<file path="src/rtl/x25519_apb_sequencer.sv">
// APB requester that runs one X25519 scalar multiplication on the accelerator.
// It loads the scalar and u-coordinate, starts the operation, polls for completion and reads back the result.
module x25519_apb_sequencer #(
    parameter int unsigned BASE_ADDR  = 0,
    parameter int unsigned ADDR_WIDTH = 12,
    parameter int unsigned POLL_DELAY = 4,
    parameter int unsigned MAX_POLLS  = 65535
) (
    input  logic                  clk,
    input  logic                  rst,
    input  logic                  in_valid,
    output logic                  in_ready,
    input  logic [255:0]          in_e,
    input  logic [255:0]          in_u,
    output logic                  out_valid,
    input  logic                  out_ready,
    output logic [255:0]          out_data,
    output logic                  out_err,
    output logic                  psel,
    output logic                  penable,
    output logic                  pwrite,
    output logic [ADDR_WIDTH-1:0] paddr,
    output logic [31:0]           pwdata,
    input  logic                  pready,
    input  logic                  pslverr,
    input  logic [31:0]           prdata
);

    typedef enum logic [2:0] {
        IDLE, WR_E, WR_WORK, WR_CMD, DELAY, POLL, RD_OUT, DONE
    } state_t;

    localparam int unsigned OFF_E      = 32'h000;
    localparam int unsigned OFF_STATUS = 32'h020;
    localparam int unsigned OFF_CMD    = 32'h028;
    localparam int unsigned OFF_WORK   = 32'h060;
    localparam int unsigned OFF_OUT    = 32'h140;

    state_t       state;
    logic [255:0] e_buf;
    logic [255:0] u_buf;
    logic [2:0]   idx;
    logic [7:0]   delay_cnt;
    logic [15:0]  poll_cnt;

    logic [2:0]   next_idx;
    logic [7:0]   next_sel;
    logic [15:0]  poll_next;

    assign next_idx  = idx + 3'd1;
    assign next_sel  = {next_idx, 5'd0};
    assign poll_next = (poll_cnt == 16'hFFFF) ? poll_cnt : poll_cnt + 16'd1;

    function automatic logic [ADDR_WIDTH-1:0] reg_addr(input int unsigned off, input logic [2:0] word);
        int unsigned word_off;
        word_off = 32'(word) << 2;
        return ADDR_WIDTH'(BASE_ADDR + off + word_off);
    endfunction

    always_ff @(posedge clk or posedge rst) begin
        if (rst) begin
            state     <= IDLE;
            e_buf     <= '0;
            u_buf     <= '0;
            idx       <= '0;
            delay_cnt <= '0;
            poll_cnt  <= '0;
            in_ready  <= 1'b1;
            out_valid <= 1'b0;
            out_data  <= '0;
            out_err   <= 1'b0;
            psel      <= 1'b0;
            penable   <= 1'b0;
            pwrite    <= 1'b0;
            paddr     <= '0;
            pwdata    <= '0;
        end else begin
            case (state)
                IDLE: begin
                    if (in_valid) begin
                        e_buf    <= in_e;
                        u_buf    <= in_u;
                        idx      <= '0;
                        poll_cnt <= '0;
                        out_err  <= 1'b0;
                        out_data <= '0;
                        in_ready <= 1'b0;
                        psel     <= 1'b1;
                        penable  <= 1'b0;
                        pwrite   <= 1'b1;
                        paddr    <= reg_addr(OFF_E, 3'd0);
                        pwdata   <= in_e[31:0];
                        state    <= WR_E;
                    end
                end

                DELAY: begin
                    if (delay_cnt == 8'(POLL_DELAY - 1)) begin
                        psel     <= 1'b1;
                        penable  <= 1'b0;
                        pwrite   <= 1'b0;
                        paddr    <= reg_addr(OFF_STATUS, 3'd0);
                        poll_cnt <= '0;
                        state    <= POLL;
                    end else begin
                        delay_cnt <= delay_cnt + 8'd1;
                    end
                end

                DONE: begin
                    if (out_ready) begin
                        out_valid <= 1'b0;
                        out_err   <= 1'b0;
                        out_data  <= '0;
                        e_buf     <= '0;
                        u_buf     <= '0;
                        in_ready  <= 1'b1;
                        state     <= IDLE;
                    end
                end

                // Transfer states: setup -> access (wait on pready) -> next setup in the completion cycle.
                default: begin
                    if (!penable) begin
                        penable <= 1'b1;
                    end else if (pready) begin
                        penable <= 1'b0;
                        if (pslverr) begin
                            psel      <= 1'b0;
                            out_err   <= 1'b1;
                            out_data  <= '0;
                            out_valid <= 1'b1;
                            state     <= DONE;
                        end else begin
                            case (state)
                                WR_E: begin
                                    if (idx == 3'd7) begin
                                        idx    <= '0;
                                        paddr  <= reg_addr(OFF_WORK, 3'd0);
                                        pwdata <= u_buf[31:0];
                                        state  <= WR_WORK;
                                    end else begin
                                        idx    <= next_idx;
                                        paddr  <= reg_addr(OFF_E, next_idx);
                                        pwdata <= e_buf[next_sel +: 32];
                                    end
                                end
                                WR_WORK: begin
                                    if (idx == 3'd7) begin
                                        idx    <= '0;
                                        paddr  <= reg_addr(OFF_CMD, 3'd0);
                                        pwdata <= 32'h0000_0001;
                                        state  <= WR_CMD;
                                    end else begin
                                        idx    <= next_idx;
                                        paddr  <= reg_addr(OFF_WORK, next_idx);
                                        pwdata <= u_buf[next_sel +: 32];
                                    end
                                end
                                WR_CMD: begin
                                    psel      <= 1'b0;
                                    delay_cnt <= '0;
                                    state     <= DELAY;
                                end
                                POLL: begin
                                    poll_cnt <= poll_next;
                                    if (!prdata[0]) begin
                                        idx   <= '0;
                                        paddr <= reg_addr(OFF_OUT, 3'd0);
                                        state <= RD_OUT;
                                    end else if (poll_next >= 16'(MAX_POLLS)) begin
                                        psel      <= 1'b0;
                                        out_err   <= 1'b1;
                                        out_data  <= '0;
                                        out_valid <= 1'b1;
                                        state     <= DONE;
                                    end
                                end
                                RD_OUT: begin
                                    out_data[{idx, 5'd0} +: 32] <= prdata;
                                    if (idx == 3'd7) begin
                                        psel      <= 1'b0;
                                        out_valid <= 1'b1;
                                        state     <= DONE;
                                    end else begin
                                        idx   <= next_idx;
                                        paddr <= reg_addr(OFF_OUT, next_idx);
                                    end
                                end
                                default: ;
                            endcase
                        end
                    end
                end
            endcase
        end
    end

endmodule

</file>
<file path="config.mk">
export PLATFORM = sky130hd
export DESIGN_NAME = x25519_apb_sequencer
export DESIGN_NICKNAME = d
export VERILOG_FILES = /design/src/rtl/x25519_apb_sequencer.sv
export SDC_FILE = /design/constraint.sdc
export NUM_CORES = 2
export LEC_CHECK = 0
export CORE_UTILIZATION = 34
export CTS_CLUSTER_SIZE = 12
export DETAILED_ROUTE_END_ITERATION = 10
export PLACE_DENSITY = 0.57
export SKIP_CTS_REPAIR_TIMING = 1
export SLEW_MARGIN = 15
export SYNTH_ARGS = -nofsm -noshare
export SYNTH_HDL_FRONTEND = slang
export SYNTH_SLANG_ARGS = --single-unit
</file>
<file path="constraint.sdc">
create_clock -name clk -period 37 [get_ports clk]
set_input_delay 11.1 -clock clk [delete_from_list [all_inputs] [get_ports clk]]
set_output_delay 11.1 -clock clk [all_outputs]
set_load 0.1 [all_outputs]
</file>
==> results by group <==
Yosys
  • Commonest cells post-synth: 841 x dfrtp_1, 512 x a22o_1, 405 x nand2_1
  • Synth area leaders: dfrtp_1 56%, a22o_1 12%, mux4_2 8.8%
  • Post-synth EDFFs: 0
  • Post-synthesis sequential area ratio: 56.1%
  • Adder-Cell Fraction of Synth Area: 0.327%
  • Synth top area share: a little under three fifths
  • Cells after Synth: 3,155
  • Largest family of logic cells by synthesized area: compound AO/OA/AOI/OAI gates
  • Most frequent cell after synthesis: dfrtp_1
  • Yosys top cell by area: dfrtp_1
  • Synthesized flop and latch total: 842
  • Ys async rst share: 100%
  • Most common flop cell mapped by yosys: dfrtp_1
  • Synth unique cells: 67
  • Yosys Warn Count: 0
  • Compound-Gate Fraction of Synth Area: 23.9%
  • Post-Synth Simple-Gate Area: 6.08%
  • Post-Synth XOR/XNOR Area: less than 1%
  • Post-synthesis mux area share: 9.64%
  • Avg Cell Area, Syn: approximately 12 µm²
  • Syn Std Cell Area: 37,500 µm²

Critical path
  • CP max FO: roughly 200
  • CP endpoint kind: flip-flop
  • CP required: 37.63 ns
  • CP Data Arrival Time: 15.09 ns
  • WP buf/inv: 3
  • CP cell instances: clkdlybuf4s50_1 -> and3_4 -> nor2_4 -> buf_12 -> buf_4 -> a22o_1
  • Slowest stage delay, CP: a little under 1 ns
  • CP delay by family, top: buffers and inverters
  • Crit Path Category: in2reg
  • Crit-path slowest cell: nor2_4
  • Startpoint types: input pin

Run
  • Number of max-cap violations: 0

Clock network
  • Root buf cell: clkbuf_16
  • CTS tree: yes
  • CTS H-tree lvls: 3
  • CTS Buf Count: 96
  • Clock Sinks: 842
  • Clock Latency Late Sink: 0.68 ns
  • Max Root-Sink Buffers: 3
  • Clock slew at reported path FFs: 0.06 ns

Global routing
  • First-pass GRT wire length: 221 mm
  • Vias in the first global route: 29,612
  • Number of antenna violations at the first check in global routing: 51
  • Largest net degree at the start of global routing: 225
  • Grt total ovfl: 0
  • Tot GR Track Use: 27.2%

Power and ir drop
  • Combinational share of power: around 36%
  • Internal: 0.00221 W
  • Worst vdd ir: 56.3 µV
  • Psw: about 0.0013 W
  • Tot Pwr: approximately 0.0035 W
  • Clock share of power: 27.6%
  • Sequential share of power: a little over a third
  • Static leakage: 21.3 nW
  • Power Dens Cells: 70.1 nW/µm²
  • Switching share of power: 37.6%

STA
  • Clock Skew: 0.0257 ns
  • Final WS setup: 22.54 ns
  • Slew @ Worst Pin: 1.20 ns
  • Min Tclk post-route: roughly 14 ns
  • Final Hold Violating Endpoints: 0
  • RSZ-0062 raised after global routing: false
  • Rel. slew slack: 20.1%
  • Fmax: 69.1 MHz
  • Fin Setup TNS: 0 ns
  • Fin crit share: 39.1%
  • Endpoints failing setup: 0
  • Max-slew violations: 0

Detailed routing
  • DR DRC count: 0
  • Via count: 30,965
  • Post-DRT Antenna Nets: 0
  • Initial DRC count: 3,129
  • Drt first pass iters: 5
  • Routed wire length: around 160 mm
  • Via/cell ratio: 5.73
  • DR WL/cell: 28.7 µm

Die
  • Top Ports: ~860
  • Die span in x: 334 µm
  • Cell row count: 121
  • Core area: 109,000 µm²
  • Die H: around 330 µm
  • Die ar.: around 110,000 µm²
  • Initial core utilization: 34.4%

Layout
  • Synth-to-Final Area Change: 34.4%
  • Fillers: 9,907
  • Final net count: 4,375
  • Multi-input logic area: 15,200 µm²
  • Share of layout cells above drive strength 1: 10.7%
  • FF+latch area: 21,100 µm²

Status
  • Status: completed

Placed design
  • DPL Wire Length: about 110 mm
  • Pre-CTS setup slack: ~22 ns
  • Placer Congestion: 0.891
  • Port Buffers: 849

Worst hold path
  • Min-Delay Path Class: reg2reg
layout make-up:
cell class / instances / area share [%]
repair buffers: 900 / 17.8
clock inverters: 39 / 0.811
clock buffers: 138 / 5.59
inverters: 12 / 0.104
well taps: 1476 / 3.66
diodes: 30 / 0.149
flip-flops and latches: 842 / 41.8
multi-input cells: 1964 / 30.2
kinds of logic after synthesis:
logic type / after synthesis
mux: 176
buf+inv: 354
simple gates: 536
compound gates: 1234
flops: 842
other cells: 1
fa+ha+maj: 10
xor+xnor: 2
power groups by stage:
| stage | Combinational [W] | Sequential, W | Clock, W |
|---|---|---|---|
| after floorplan | 0.000751 | 0.00136 | 0 |
| after global placement | 0.00126 | 0.00129 | 0 |
| after detailed placement | 0.00127 | 0.00129 | 0 |
| after CTS | 0.00128 | 0.00128 | 0.000998 |
| after global routing | 0.00136 | 0.00131 | 0.00103 |
| final | 0.00128 | 0.00128 | 0.000977 |
flip-flops by register name, indices dropped and copies added (netlist names):
register and flops:
u_buf 256, pwdata 32, delay_cnt 8, in_ready 1, out_valid 1, poll_cnt 16
out_data 256, pwrite 1, paddr 6, penable 1, idx 3, e_buf 256
state 3, out_err 1, psel 1
metal layers:
metal	GRT usage (%)	wire length [µm]	vias up
met5	0	82	-
met4	11.8	7000	12
met3	6.60	12600	285
met2	39.5	68400	1417
met1	38.5	67200	15909
li1	-	-	13342
through the flow:
step / hold slack, ns / std cells / utilization, % / instance area (µm²)
after CTS: 0.483 / 5370 / 46.1 / 50400
after global placement: 0.463 / 5193 / 43.2 / 47100
after detailed placement: 0.467 / 5193 / 43.2 / 47100
after floorplan: 0.446 / 3160 / - / 37600
after global routing: 0.498 / 5395 / 46.2 / 50400
final: 0.475 / 5401 / 46.2 / 50500
cell usage in the layout (no fill, tap or decap), types with 5 or more instances in the layout:
| cell | instances |
|---|---|
| dfrtp_1 | 840 |
| buf_4 | 49 |
| nor2b_1 | 6 |
| mux4_2 | 147 |
| o2bb2ai_1 | 20 |
| nor4_1 | 8 |
| nand3_1 | 15 |
| a21oi_4 | 6 |
| clkbuf_16 | 97 |
| clkbuf_1 | 17 |
| a31oi_1 | 24 |
| nand2_1 | 403 |
| clkbuf_8 | 24 |
| and3_1 | 8 |
| nand4_1 | 9 |
| buf_12 | 6 |
| nor3_1 | 7 |
| a22o_1 | 512 |
| diode_2 | 30 |
| conb_1 | 6 |
| o21ai_0 | 326 |
| o21ai_1 | 32 |
| a22oi_1 | 237 |
| nand2b_1 | 7 |
| o31ai_1 | 7 |
| clkinv_4 | 5 |
| ha_1 | 7 |
| inv_1 | 9 |
| clkinv_2 | 24 |
| mux2i_1 | 15 |
| a21oi_1 | 26 |
| nor2_1 | 38 |
| clkdlybuf4s50_1 | 844 |
| mux2_2 | 14 |
path summary, 6_finish.rpt:
path / startpoint / endpoint / slack [ns] / cells after the start
max reg2reg: state[2] / e_buf[251] / 32.04 / 6
max: in_valid / e_buf[251] / 22.54 / 6
min reg2reg: paddr[4] / paddr[4] / 0.48 / 1
max in group asynchronous: rst / e_buf[239] / 23.68 / 4
min: paddr[4] / paddr[4] / 0.48 / 1
min in group asynchronous: rst / e_buf[50] / 10.91 / 2
No activity file was read; power rests on OpenSTA's default activity.
